File: config.mk
export PLATFORM = sky130hd
export DESIGN_NAME = mem_ctrl
export DESIGN_NICKNAME = d
export VERILOG_FILES = /design/src/rtl/mem_ctrl_pkg.sv /design/src/rtl/mem_ctrl_arb.sv /design/src/rtl/mem_ctrl.sv
export SDC_FILE = /design/constraint.sdc
export NUM_CORES = 1
export LEC_CHECK = 0
export ABC_AREA = 1
export CORE_MARGIN = 1
export CORE_UTILIZATION = 40
export DETAILED_ROUTE_END_ITERATION = 8
export HOLD_SLACK_MARGIN = 0.06
export PLACE_DENSITY = 0.69
export SLEW_MARGIN = 20
export SYNTH_ARGS = -nofsm -noshare
export SYNTH_HDL_FRONTEND = slang
export SYNTH_SLANG_ARGS = --single-unit
File: constraint.sdc
create_clock -name clk -period 2.13 [get_ports clk]
set_input_delay 0.3195 -clock clk [delete_from_list [all_inputs] [get_ports clk]]
set_output_delay 0.3195 -clock clk [all_outputs]
set_load 0.005 [all_outputs]
File: src/rtl/mem_ctrl_pkg.sv
// Shared encodings for the memory controller: bus visit codes, access sizes, FSM states.
package mem_ctrl_pkg;

  localparam int unsigned DEF_ADDR_WIDTH = 17;
  localparam int unsigned DEF_LEN        = 32;
  localparam int unsigned DEF_BYTE_SIZE  = 8;
  localparam int unsigned CNT_W          = 3;

  // Memory-bus visit signal
  typedef enum logic [1:0] {
    MEM_IDLE      = 2'b00,
    MEM_READ_INST = 2'b01,
    MEM_READ_DATA = 2'b10,
    MEM_WRITE     = 2'b11
  } vis_e;

  // Load/store access size codes
  localparam logic [1:0] SIZE_BYTE = 2'b00;
  localparam logic [1:0] SIZE_HALF = 2'b01;
  localparam logic [1:0] SIZE_WORD = 2'b10;

  // Controller states
  typedef enum logic [1:0] {
    S_IDLE  = 2'b00,
    S_ISSUE = 2'b01,
    S_DRAIN = 2'b10,
    S_DONE  = 2'b11
  } state_e;

  // Number of byte transactions for a data access; 11 behaves as a word
  function automatic logic [CNT_W-1:0] size_to_count(input logic [1:0] size);
    case (size)
      SIZE_BYTE: return CNT_W'(1);
      SIZE_HALF: return CNT_W'(2);
      default:   return CNT_W'(4);
    endcase
  endfunction

endpackage

File: src/rtl/mem_ctrl_arb.sv
// Fixed-priority request select: data port wins over instruction port.
module mem_arb
  import mem_ctrl_pkg::*;
#(
  parameter int unsigned ADDR_WIDTH = DEF_ADDR_WIDTH
) (
  input  logic                  inst_req,
  input  logic [ADDR_WIDTH-1:0] inst_addr,
  input  logic                  data_req,
  input  logic                  data_we,
  input  logic [1:0]            data_size,
  input  logic [ADDR_WIDTH-1:0] data_addr,
  output logic                  grant_c,
  output vis_e                  op_c,
  output logic [ADDR_WIDTH-1:0] base_c,
  output logic [CNT_W-1:0]      count_c
);

  // Pick the winning request and describe the transaction it needs
  always_comb begin
    grant_c = 1'b0;
    op_c    = MEM_IDLE;
    base_c  = '0;
    count_c = '0;
    if (data_req) begin
      grant_c = 1'b1;
      op_c    = data_we ? MEM_WRITE : MEM_READ_DATA;
      base_c  = data_addr;
      count_c = size_to_count(data_size);
    end else if (inst_req) begin
      grant_c = 1'b1;
      op_c    = MEM_READ_INST;
      base_c  = inst_addr;
      count_c = CNT_W'(4);
    end
  end

endmodule

File: src/rtl/mem_ctrl.sv
// Memory controller: serialises CPU byte/half/word accesses onto a byte-wide memory bus.
module mem_ctrl
  import mem_ctrl_pkg::*;
#(
  parameter int unsigned ADDR_WIDTH = DEF_ADDR_WIDTH,
  parameter int unsigned LEN        = DEF_LEN,
  parameter int unsigned BYTE_SIZE  = DEF_BYTE_SIZE
) (
  input  logic                  clk,
  input  logic                  rst_n,
  input  logic                  inst_req,
  input  logic [ADDR_WIDTH-1:0] inst_addr,
  output logic [LEN-1:0]        inst_data,
  output logic                  inst_done,
  input  logic                  data_req,
  input  logic                  data_we,
  input  logic [1:0]            data_size,
  input  logic [ADDR_WIDTH-1:0] data_addr,
  input  logic [LEN-1:0]        data_wdata,
  output logic [LEN-1:0]        data_rdata,
  output logic                  data_done,
  output logic                  busy,
  input  logic [BYTE_SIZE-1:0]  mem_data,
  output logic [ADDR_WIDTH-1:0] mem_vis_addr,
  output logic [1:0]            mem_vis_signal,
  output logic [BYTE_SIZE-1:0]  writen_data
);

  state_e                state_q, state_d;
  vis_e                  op_q, op_d, vis_q, vis_d;
  logic [ADDR_WIDTH-1:0] base_q, base_d, vis_addr_q, vis_addr_d;
  logic [CNT_W-1:0]      n_q, n_d, cnt_q, cnt_d;
  logic [LEN-1:0]        wdata_q, wdata_d, acc_q, acc_d;
  logic [LEN-1:0]        inst_data_q, inst_data_d, rdata_q, rdata_d;
  logic [BYTE_SIZE-1:0]  wr_q, wr_d;
  logic                  inst_done_q, inst_done_d, data_done_q, data_done_d;
  logic                  busy_q, busy_d;

  logic                  grant_c;
  vis_e                  op_c;
  logic [ADDR_WIDTH-1:0] base_c;
  logic [CNT_W-1:0]      count_c;
  logic [CNT_W-1:0]      byte_idx;
  logic [LEN-1:0]        acc_new;

  mem_arb #(.ADDR_WIDTH(ADDR_WIDTH)) u_arb (
    .inst_req  (inst_req),
    .inst_addr (inst_addr),
    .data_req  (data_req),
    .data_we   (data_we),
    .data_size (data_size),
    .data_addr (data_addr),
    .grant_c   (grant_c),
    .op_c      (op_c),
    .base_c    (base_c),
    .count_c   (count_c)
  );

  // State and output registers
  always_ff @(posedge clk or negedge rst_n) begin
    if (!rst_n) begin
      state_q     <= S_IDLE;
      op_q        <= MEM_IDLE;
      vis_q       <= MEM_IDLE;
      base_q      <= '0;
      vis_addr_q  <= '0;
      n_q         <= '0;
      cnt_q       <= '0;
      wdata_q     <= '0;
      acc_q       <= '0;
      inst_data_q <= '0;
      rdata_q     <= '0;
      wr_q        <= '0;
      inst_done_q <= 1'b0;
      data_done_q <= 1'b0;
      busy_q      <= 1'b0;
    end else begin
      state_q     <= state_d;
      op_q        <= op_d;
      vis_q       <= vis_d;
      base_q      <= base_d;
      vis_addr_q  <= vis_addr_d;
      n_q         <= n_d;
      cnt_q       <= cnt_d;
      wdata_q     <= wdata_d;
      acc_q       <= acc_d;
      inst_data_q <= inst_data_d;
      rdata_q     <= rdata_d;
      wr_q        <= wr_d;
      inst_done_q <= inst_done_d;
      data_done_q <= data_done_d;
      busy_q      <= busy_d;
    end
  end

  // Next-state: accept, issue bytes base..base+n-1, capture read bytes two edges after issue
  always_comb begin
    state_d     = state_q;
    op_d        = op_q;
    vis_d       = MEM_IDLE;
    base_d      = base_q;
    vis_addr_d  = vis_addr_q;
    n_d         = n_q;
    cnt_d       = cnt_q;
    wdata_d     = wdata_q;
    acc_d       = acc_q;
    inst_data_d = inst_data_q;
    rdata_d     = rdata_q;
    wr_d        = wr_q;
    inst_done_d = 1'b0;
    data_done_d = 1'b0;
    byte_idx    = CNT_W'(cnt_q - CNT_W'(2));
    acc_new     = acc_q;

    case (state_q)
      S_IDLE: begin
        if (grant_c) begin
          op_d       = op_c;
          base_d     = base_c;
          n_d        = count_c;
          wdata_d    = data_wdata;
          acc_d      = '0;
          vis_d      = op_c;
          vis_addr_d = base_c;
          wr_d       = data_wdata[BYTE_SIZE-1:0];
          cnt_d      = CNT_W'(1);
          state_d    = S_ISSUE;
        end
      end
      S_ISSUE: begin
        cnt_d = CNT_W'(cnt_q + CNT_W'(1));
        if (cnt_q < n_q) begin
          vis_d      = op_q;
          vis_addr_d = base_q + ADDR_WIDTH'(cnt_q);
          wr_d       = wdata_q[BYTE_SIZE*int'(cnt_q) +: BYTE_SIZE];
        end else if (op_q == MEM_WRITE) begin
          state_d     = S_DONE;
          data_done_d = 1'b1;
        end else begin
          state_d = S_DRAIN;
        end
      end
      S_DRAIN: cnt_d = CNT_W'(cnt_q + CNT_W'(1));
      S_DONE:  state_d = S_IDLE;
      default: state_d = S_IDLE;
    endcase

    // Read byte k arrives at edge k+2; the last one completes the transaction
    if ((state_q == S_ISSUE || state_q == S_DRAIN) && op_q != MEM_WRITE &&
        cnt_q >= CNT_W'(2)) begin
      acc_new[BYTE_SIZE*int'(byte_idx) +: BYTE_SIZE] = mem_data;
      acc_d = acc_new;
      if (cnt_q == CNT_W'(n_q + CNT_W'(1))) begin
        state_d = S_DONE;
        if (op_q == MEM_READ_INST) begin
          inst_data_d = acc_new;
          inst_done_d = 1'b1;
        end else begin
          rdata_d     = acc_new;
          data_done_d = 1'b1;
        end
      end
    end

    busy_d = (state_d != S_IDLE);
  end

  assign inst_data      = inst_data_q;
  assign inst_done      = inst_done_q;
  assign data_rdata     = rdata_q;
  assign data_done      = data_done_q;
  assign busy           = busy_q;
  assign mem_vis_addr   = vis_addr_q;
  assign mem_vis_signal = vis_q;
  assign writen_data    = wr_q;

endmodule

==> impl.org, run 1 <==
** Synthesis
- Post-synth EDFFs :: 0
- Counting distinct cell types in the post-synthesis netlist gives 36.
- Seq cells post-synth :: 185
- Sequential element share of the synthesized area :: 0.516
- Among all flip-flop cells after synthesis, the most frequent one is sky130_fd_sc_hd__dfrtp_1.
- Warning count from the yosys run :: 0
- Area contributors post-synth :: sky130_fd_sc_hd__dfrtp_1 (52%), sky130_fd_sc_hd__nand2_1 (14%), sky130_fd_sc_hd__o21ai_0 (5.4%)
- Cell count after synthesis :: 1076
- Cell area after synthesis :: 8970 sq um
- The share of synthesized area in the top cell type comes to 0.516.
- Fraction of registers with async set/reset :: 1.00
- Mean cell area of the mapped netlist :: 8.34 sq um
- Net count after synthesis :: 1176
- The largest total area in the synthesized netlist belongs to sky130_fd_sc_hd__dfrtp_1.

** Setup path
- Maximum fanout along the worst path :: 16
- The worst setup path is launched from a register.
- Reg-to-reg startpoint :: cnt_q[1]
- Standard cell with the maximum stage delay on the critical path :: sky130_fd_sc_hd__dfrtp_2
- Traced cell by cell, the critical path runs through inv_2 > ha_1 > ha_4 > nand2_1 > clkinv_2 > a31oi_1 > o22ai_1.
- Reg2reg end :: acc_q[27]
- At the worst endpoint, the required time is 2.44 ns.
- The critical path in this run is classified as register to register.
- Data arrival time of the worst path :: 2.33 ns
- The worst setup path is captured at a register.
- The largest single stage delay on the critical path is 0.42 ns.
- Worst reg2reg path depth :: 7
- Flop2flop setup slack :: 0.12 ns

** Min path
- The min-delay analysis places its worst path in the category primary input to register.
- Sink of the worst hold path :: wdata_q[17]
- HP Start :: data_wdata[17]
- Along the worst hold path, the cell count comes to 3.

** Timing
- At the pin with the least slew margin, the transition time is 0.618 ns.
- The final number of hold-violating endpoints is 0.
- Post-route setup TNS :: 0 ns
- Of the available clock period, the critical path in the final layout requires 0.946.
- Setup slack after layout :: 0.115 ns
- Maximum clock frequency :: 496 MHz
- Worst rel slew slack :: 0.588
- Final worst clock skew :: 0.00967 ns
- Final worst path period need :: 2.01 ns
- Setup Viol. Count Final :: 0
- Final max-slew violation count :: 0
- Setup repair after global routing could not meet its margin everywhere.

** Route
- Router iterations before antenna repair :: 5
- Dividing the detail-routed wire length by the instance count gives 14.9 microns.
- The highest layer touched by signal routing is met5.
- The count of nets left with antenna violations once routing finished came out at 0.
- After detailed routing, the number of vias per cell comes to 5.06.
- In the routed design, unresolved DRC markers number 0.
- After detailed routing, the wire length on met1 is 10.8 mm.
- Total vias in the final route :: 7847
- Total met2 wirelength after detailed routing :: 10.7 mm
- Total Wirelength :: 23.1 mm
- After the first detailed-routing iteration, the DRC count stood at 464.
- Detailed routing placed a total of 1.23 mm of wire on met3.

** Clock tree
- Number of CTS-inserted buffers :: 17
- CTS Buffer Depth :: 2
- Clk sinks :: 185
- Clock-pin slew was measured on the worst setup and hold paths at 0.07 ns.
- Source-to-sink clock delay at the later pin of the worst-skew pair :: 0.45 ns
- The root buffer cell chosen for the clock tree is sky130_fd_sc_hd__clkbuf_16.
- TritonCTS built the clock tree.
- H-tree lvl count :: 4

** GRT
- Pin count of the biggest net entering global routing :: 74
- Overflow after GRT :: 0
- Number of global-route vias before repair :: 7412
- Global-route wire length before repair :: 37.8 mm
- The number of antenna violations at the first check in global routing came to 2.
- For this run, the total global-route usage over all layers was measured as 0.211.

** Finish
- Share of layout cells above drive strength 1 :: 0.119
- Area growth from synthesis to layout :: 31.8%
- After routing the design area is 11800 sq um.
- 0 antenna diodes ended up in the layout.
- The net count of the finished layout is 1359.

** Floorplan
- Floorplan Core Area :: 21900 sq um
- The die is 152 microns tall.
- Measured along the x axis, the die boundary spans 152 microns.
- Ports placed on the boundary :: 175
- FP Rows :: 54
- Die footprint :: 23000 sq um
- For this configuration, the core starts out at a cell density of 0.410.

** Pwr
- Dividing total power by cell area gives a power density of 1460 nW/um^2.
- In this run the static leakage power is 5.47 nW.
- Maximum resistive drop on vdd :: 0.610 mV

** Placement
- The congestion estimate from routability-driven global placement came to 0.835.
- Quantity of I/O buffers inserted on ports :: 174
- Pre-CTS setup slack :: -0.0207 ns
- Placed Area :: 11200 sq um
- Detailed placement finished with a half-perimeter wire length of 16.3 mm.

** Outcome
- Status :: completed

** Run
- Number of max-capacitance violations reported :: 0
[synthesized netlist by cell type, types with 4 or more instances]
cell and instances:
sky130_fd_sc_hd__a21oi_1 11, sky130_fd_sc_hd__a22oi_1 16, sky130_fd_sc_hd__a31oi_1 12, sky130_fd_sc_hd__buf_2 23, sky130_fd_sc_hd__buf_4 6, sky130_fd_sc_hd__buf_6 7, sky130_fd_sc_hd__clkbuf_1 15, sky130_fd_sc_hd__dfrtp_1 185
sky130_fd_sc_hd__ha_1 18, sky130_fd_sc_hd__inv_1 92, sky130_fd_sc_hd__inv_2 6, sky130_fd_sc_hd__nand2_1 332, sky130_fd_sc_hd__nand2_2 12, sky130_fd_sc_hd__nand3_1 61, sky130_fd_sc_hd__nor2_1 66, sky130_fd_sc_hd__nor2_2 4
sky130_fd_sc_hd__o211ai_1 11, sky130_fd_sc_hd__o21ai_0 96, sky130_fd_sc_hd__o21ai_1 39, sky130_fd_sc_hd__o21ai_2 36, sky130_fd_sc_hd__o22ai_1 8
[placed cells by master (no fill, tap or decap), types with 16 or more instances in the layout]
cell / synthesis / routed
sky130_fd_sc_hd__ha_1: 18 / 17
sky130_fd_sc_hd__nor2_1: 66 / 65
sky130_fd_sc_hd__o21ai_1: 39 / 48
sky130_fd_sc_hd__inv_1: 92 / 91
sky130_fd_sc_hd__nand2_1: 332 / 331
sky130_fd_sc_hd__clkdlybuf4s50_1: 0 / 173
sky130_fd_sc_hd__buf_4: 6 / 33
sky130_fd_sc_hd__o21ai_2: 36 / 37
sky130_fd_sc_hd__nand3_1: 61 / 60
sky130_fd_sc_hd__clkbuf_16: 0 / 17
sky130_fd_sc_hd__o21ai_0: 96 / 86
sky130_fd_sc_hd__dfrtp_1: 185 / 184
sky130_fd_sc_hd__a22oi_1: 16 / 16
[worst max-delay path by stage]
stage	start	endpoint	depth (start not counted)
2_1_floorplan	cnt_q[1]	acc_q[24]	9
3_3_place_gp	cnt_q[1]	acc_q[6]	9
3_5_place_dp	cnt_q[1]	acc_q[15]	7
4_1_cts	cnt_q[1]	acc_q[28]	8
5_1_grt	cnt_q[1]	acc_q[22]	9
6_report	cnt_q[1]	acc_q[27]	7
[flip-flops by register name, summed over array words and instances (netlist names)]
signal,flops
data_rdata,32
mem_vis_addr,17
n_q,3
mem_vis_signal,2
acc_q,32
writen_data,8
inst_done,1
data_done,1
op_q,2
base_q,17
wdata_q,32
busy,1
cnt_q,3
inst_data,32
state_q,2
[metal layers]
metal / track usage / vias up
met3: 0.0428 / 28
li1: - / 3868
met2: 0.332 / 231
met1: 0.292 / 3716
met5: 0 / -
met4: 0.0653 / 4
[logic make-up (layout without fill, tap and decap cells)]
family,Yosys count,count (layout),synth area share
buffers and inverters,150,346,0.0744
AND/OR/NAND/NOR,487,487,0.223
XOR/XNOR,3,3,0.00293
AO/OA/AOI/OAI,232,232,0.156
adder cells (fa/ha/maj),19,19,0.0273
flip-flops,185,185,0.516
[where the power goes]
part | switching (mW) | internal (mW)
registers | 0.931 | 4.99
clock network | 1.47 | 1.55
logic | 4.60 | 3.71
total | 7.00 | 10.3
[per-stage QoR]
| step | total power, mW | util | hold slack, ns | std cells |
|---|---|---|---|---|
| floorplan | 10.6 | - | 0.0239 | 1076 |
| global placement | 14.0 | 0.510 | 0.378 | 1516 |
| detailed placement | 14.2 | 0.510 | 0.380 | 1516 |
| CTS | 17.3 | 0.537 | 0.404 | 1551 |
| global route | 18.6 | 0.540 | 0.421 | 1552 |
| finish | 17.2 | 0.540 | 0.409 | 1552 |
[worst max-delay path, delay by kind of cell (launching register included)]
kind / cells / cell delay (ns)
buffers and inverters: 2 / 0.26
DFF: 1 / 0.42
and+or+nand+nor: 1 / 0.08
adders and majority gates: 2 / 0.60
AOI/OAI and AO/OA: 2 / 0.52
[timing repair]
action                                 4_1_cts  5_1_grt
setup buffers                                2        1
setup endpoints to repair                    4       77
resized for setup                            2       21
hold buffers                                 1        0
pin swaps                                    1        1
endpoints found under the hold margin       68        0
[final cells by class]
class / instances / area, sq um
inverter: 98 / 372
sequential: 185 / 4630
clock inverter: 13 / 110
tap: 280 / 350
fill: 2063 / 10100
multi-input combinational: 741 / 3750
timing repair buffer: 216 / 2160
clock buffer: 19 / 443
No activity file was read; power rests on OpenSTA's default activity.
==> inputs of run 2 (changes only) <==
Settings changed: ABC_AREA 1 to not set, PLACE_DENSITY 0.69 to 0.7.
==> run 2 against run 1 <==
The run now ends with setup timing left. Cell area down 0.90%. Non-clock buffer count rose by 22. Flip-flop and latch count unchanged. Worst setup slack lost 0.15 ns. Die area is 7.5% lower. Critical endpoint is now mem_vis_addr[7]. Largest cell class unchanged. Largest power group unchanged.
==> impl.org, run 2 <==
** Synthesis
- The number of nets in the synthesized netlist is 909 (was 1176).
- The area share of the largest cell type after synthesis came to 0.559 (was 0.516).
- The average cell area after synthesis is 10.2 sq um (was 8.34 sq um).
- The biggest area consumer among synthesized cells was sky130_fd_sc_hd__dfrtp_1 (unchanged).
- Area contributors post-synth: sky130_fd_sc_hd__dfrtp_1 (56%), sky130_fd_sc_hd__nand2_1 (8.9%), sky130_fd_sc_hd__o21ai_0 (6.4%) (was sky130_fd_sc_hd__dfrtp_1 (52%), sky130_fd_sc_hd__nand2_1 (14%), sky130_fd_sc_hd__o21ai_0 (5.4%)).
- The number of flip-flops and latches in the synthesized netlist is 185 (unchanged).
- Count of different cell masters after synthesis :: 49 (was 36)
- Post-synth top cells :: sky130_fd_sc_hd__nand2_1 (196), sky130_fd_sc_hd__dfrtp_1 (185), sky130_fd_sc_hd__o21ai_0 (106) (was sky130_fd_sc_hd__nand2_1 (332), sky130_fd_sc_hd__dfrtp_1 (185), sky130_fd_sc_hd__o21ai_0 (96))
- The sequential fraction of the synthesis area was 0.559 (was 0.516).
- The netlist area before placement is 8280 sq um (was 8970 sq um).
- Post-synth EDFFs :: 0 (unchanged)
- Fraction of registers with async set/reset :: 1.00 (unchanged)
- Cell with the most instances after synthesis :: sky130_fd_sc_hd__nand2_1 (unchanged)
- Cell count after synthesis :: 809 (was 1076)
- Warning count from the yosys run :: 0 (unchanged)
- Most common flop cell mapped by yosys :: sky130_fd_sc_hd__dfrtp_1 (unchanged)

** Route
- Drt first-iter violations :: 315 (was 464)
- The detailed-routing iteration count for the pre-antenna-repair pass came to 5 (unchanged).
- Top Metal Used :: met4 (was met5)
- The wire length on met3 was 1.03 mm (was 1.23 mm).
- The routed wire length was 21.5 mm (was 23.1 mm).
- Antenna violation net count after detailed routing :: 0 (unchanged)
- The length of routed wiring on met1 came to 9.79 mm (was 10.8 mm).
- The average via count per standard cell was 5.09 (was 5.06).
- Total met2 wirelength after detailed routing :: 10.4 mm (was 10.7 mm)
- The DRC violation count after routing came to 0 (unchanged).
- Average wire per cell in the routed design :: 16.5 microns (was 14.9 microns)
- The number of vias in the routed layout was 6618 (was 7847).

** Setup path
- Worst Setup Path Type :: register to register (unchanged)
- The critical path capture point type was a register (unchanged).
- The worst reg-to-reg setup slack was -0.03 ns (was 0.12 ns).
- The top fanout value on the critical path was 7 (was 16).
- The signal arrival time at the worst endpoint is 2.48 ns (was 2.33 ns).
- Worst reg2reg path depth :: 7 (unchanged)
- The kind of start point of the critical path is a register (unchanged).
- The worst endpoint required time came to 2.44 ns (about the same).
- The largest incremental delay on the critical path is 0.41 ns (was 0.42 ns).
- The worst-path cell with the longest stage delay is sky130_fd_sc_hd__or3_4 (was sky130_fd_sc_hd__dfrtp_2).
- The capture point of the worst reg-to-reg path was mem_vis_addr[7] (was acc_q[27]).
- Chain of cells forming the critical path :: inv_2 > ha_1 > nor2b_1 > o31a_1 > or3_4 > bufbuf_16 > a211o_1 (was inv_2 > ha_1 > ha_4 > nand2_1 > clkinv_2 > a31oi_1 > o22ai_1)
- Reg-to-reg startpoint :: n_q[1] (was cnt_q[1])

** Floorplan
- The total core area came to 20300 sq um (was 21900 sq um).
- The floorplan die width was 146 microns (was 152 microns).
- The starting utilization of the core area came to 0.408 (was 0.410).
- Chip height :: 146 microns (was 152 microns)
- The overall die area came to 21300 sq um (was 23000 sq um).
- The count of boundary I/O pins came to 175 (unchanged).
- FP Rows :: 52 (was 54)

** Timing
- Final worst clock skew :: 0.00537 ns (was 0.00967 ns)
- The final hold slack came to 0.410 ns (was 0.409 ns).
- The final number of hold-violating endpoints is 0 (unchanged).
- The minimum clock period after layout is 2.16 ns (was 2.01 ns).
- The final count of negative-setup-slack endpoints came to 9 (was 0).
- The final setup slack of the worst path was -0.0318 ns (was 0.115 ns).
- Transition at the pin with the smallest max-transition slack :: 0.498 ns (was 0.618 ns)
- Unrepaired setup endpoints after global routing: yes (unchanged).
- The final worst-path cycle share was 1.01 (was 0.946).
- The max-slew violation total from the final report is 0 (unchanged).
- The fmax is 463 MHz (was 496 MHz).
- The relative slew slack came to 0.667 (was 0.588).

** Finish
- Commonest non-fill, non-tap cells in the layout :: sky130_fd_sc_hd__nand2_1 (195), sky130_fd_sc_hd__dfrtp_1 (184), sky130_fd_sc_hd__clkdlybuf4s50_1 (173) (was sky130_fd_sc_hd__nand2_1 (331), sky130_fd_sc_hd__dfrtp_1 (184), sky130_fd_sc_hd__clkdlybuf4s50_1 (173))
- Share of layout cells above drive strength 1 :: 0.163 (was 0.119)
- The commonest non-fill, non-tap cell in the layout is sky130_fd_sc_hd__nand2_1 (unchanged).
- Filler Cells Inserted :: 1763 (was 2063)
- The signed area change from the synthesized netlist to the final layout was 41.4% (was 31.8%).
- The number of nets in the layout was 1118 (was 1359).
- The antenna diode instance count came to 0 (unchanged).

** GRT
- The number of global-route vias before repair came to 6855 (was 7412).
- Gr usage total :: 0.212 (was 0.211)
- The remaining global-route overflow was 0 (unchanged).
- Pin count of the biggest net entering global routing :: 62 (was 74)
- Antenna violations before repair :: 0 (was 2)
- The wire length of the first global-routing pass is 35.7 mm (was 37.8 mm).

** Run
- Number of max-capacitance violations reported :: 0 (unchanged)

** Clock tree
- Source-to-sink clock delay at the later pin of the worst-skew pair :: 0.43 ns (was 0.45 ns)
- The maximum number of buffers from clock root to sink is 2 (unchanged).
- The CTS tree is done (unchanged).
- The number of buffers created by CTS is 17 (unchanged).
- Clk pin slew, worst setup/hold paths :: 0.07 ns (about the same)
- H-tree lvl count :: 4 (unchanged)
- The sink count of the clock tree is 185 (unchanged).
- Cell at the root of the clock tree :: sky130_fd_sc_hd__clkbuf_16 (unchanged)

** Placement
- Quantity of I/O buffers inserted on ports :: 174 (unchanged)
- The final RePlAce weighted congestion is 0.814 (was 0.835).
- DPL Wire Length :: 15.0 mm (was 16.3 mm)
- Pre-CTS setup slack :: -0.0938 ns (was -0.0207 ns)

** Pwr
- The total power density per cell area was 1430 nW/um^2 (was 1460 nW/um^2).
- The leakage power total is 5.30 nW (was 5.47 nW).
- The worst supply voltage drop on vdd came to 0.694 mV (was 0.610 mV).

** Outcome
- The checks that failed: setup timing.
- Status :: complete, but fails checks (was completed)

** Min path
- Path category of the worst min-delay check :: primary input to async pin (was primary input to register)
==> run 2: cell types whose count changed after synthesis, sizes merged, moves of 9 or more <==
cell / previous run / this run
clkbuf: 15 / 32
mux2: 0 / 18
nand2: 344 / 196
buf: 37 / 16
o21ai: 171 / 108
nor2: 72 / 15
a22o: 0 / 25
xnor2: 1 / 10
a22oi: 16 / 41
inv: 98 / 16
a31oi: 12 / 2
mux2i: 0 / 9
nor3: 0 / 10
nand3: 63 / 21
==> run 2: power breakdown <==
part | switching, mW | internal (mW) | total [mW]
sequential | 0.859 | 4.87 | 5.73
combinational | 3.70 | 4.07 | 7.77
clock | 1.41 | 1.89 | 3.30
total | 5.97 | 10.8 | 16.8
==> run 2: final cells by class <==
type,count,area (sq um),area share
clock buffer,18,439,0.0375
clock inverter,13,165,0.0141
inverter,16,67.6,0.00577
multi-input combinational,560,3620,0.309
sequential,185,4630,0.395
tap,270,338,0.0288
timing repair buffer,238,2460,0.210
==> run 2: layer usage <==
layer	vias to the layer above	track usage
met4	0	0.0632
met1	3189	0.288
met2	153	0.345
met5	-	0
li1	3255	-
met3	21	0.0389
==> run 2: kinds of logic after synthesis <==
kind of cell / Yosys count / synth area share
AOI/OAI and AO/OA: 216 / 0.167
xor gates and xnor gates: 14 / 0.0148
buffers and inverters: 64 / 0.0316
and+or+nand+nor: 276 / 0.142
DFF: 185 / 0.559
adders and majority gates: 19 / 0.0296
muxes: 35 / 0.0571
==> run 2: worst max path at each step <==
| stage | from | slack [ns] | to |
|---|---|---|---|
| finish | n_q[1] | -0.03 | mem_vis_addr[7] |
| global route | cnt_q[1] | -0.14 | inst_data[3] |
| CTS | n_q[1] | -0.02 | mem_vis_addr[7] |
| detailed placement | cnt_q[1] | -0.09 | acc_q[28] |
| global placement | inst_req | -0.04 | mem_vis_addr[4] |
| floorplan | cnt_q[1] | -0.07 | acc_q[16] |
==> run 2: through the flow <==
stage	utilization	power (mW)	setup TNS, ns	area [sq um]	instances
after floorplan	-	9.61	-1.19	8390	809
after global placement	0.535	12.8	-0.275	10900	1263
after detailed placement	0.535	13.0	-1.17	10900	1263
after CTS	0.570	16.7	-0.0921	11600	1299
after global routing	0.577	18.0	-3.06	11700	1300
final	0.577	16.8	-0.183	11700	1300
==> run 2: critical path, delay by kind of cell (launching register included) <==
kind / cells / cell delay, ns
buf+inv: 2 / 0.33
flops: 1 / 0.36
simple gates: 2 / 0.55
compound gates: 2 / 0.55
fa+ha+maj: 1 / 0.27
==> run 2: what timing repair did <==
action / in CTS / in global routing
pin swaps: 3 / 6
setup endpoints to repair: 53 / 115
cloned: 2 / 0
gates resized for setup: 8 / 46
hold buffers: 1 / 0
endpoints found under the hold margin: 46 / 0
setup buffers: 2 / 1
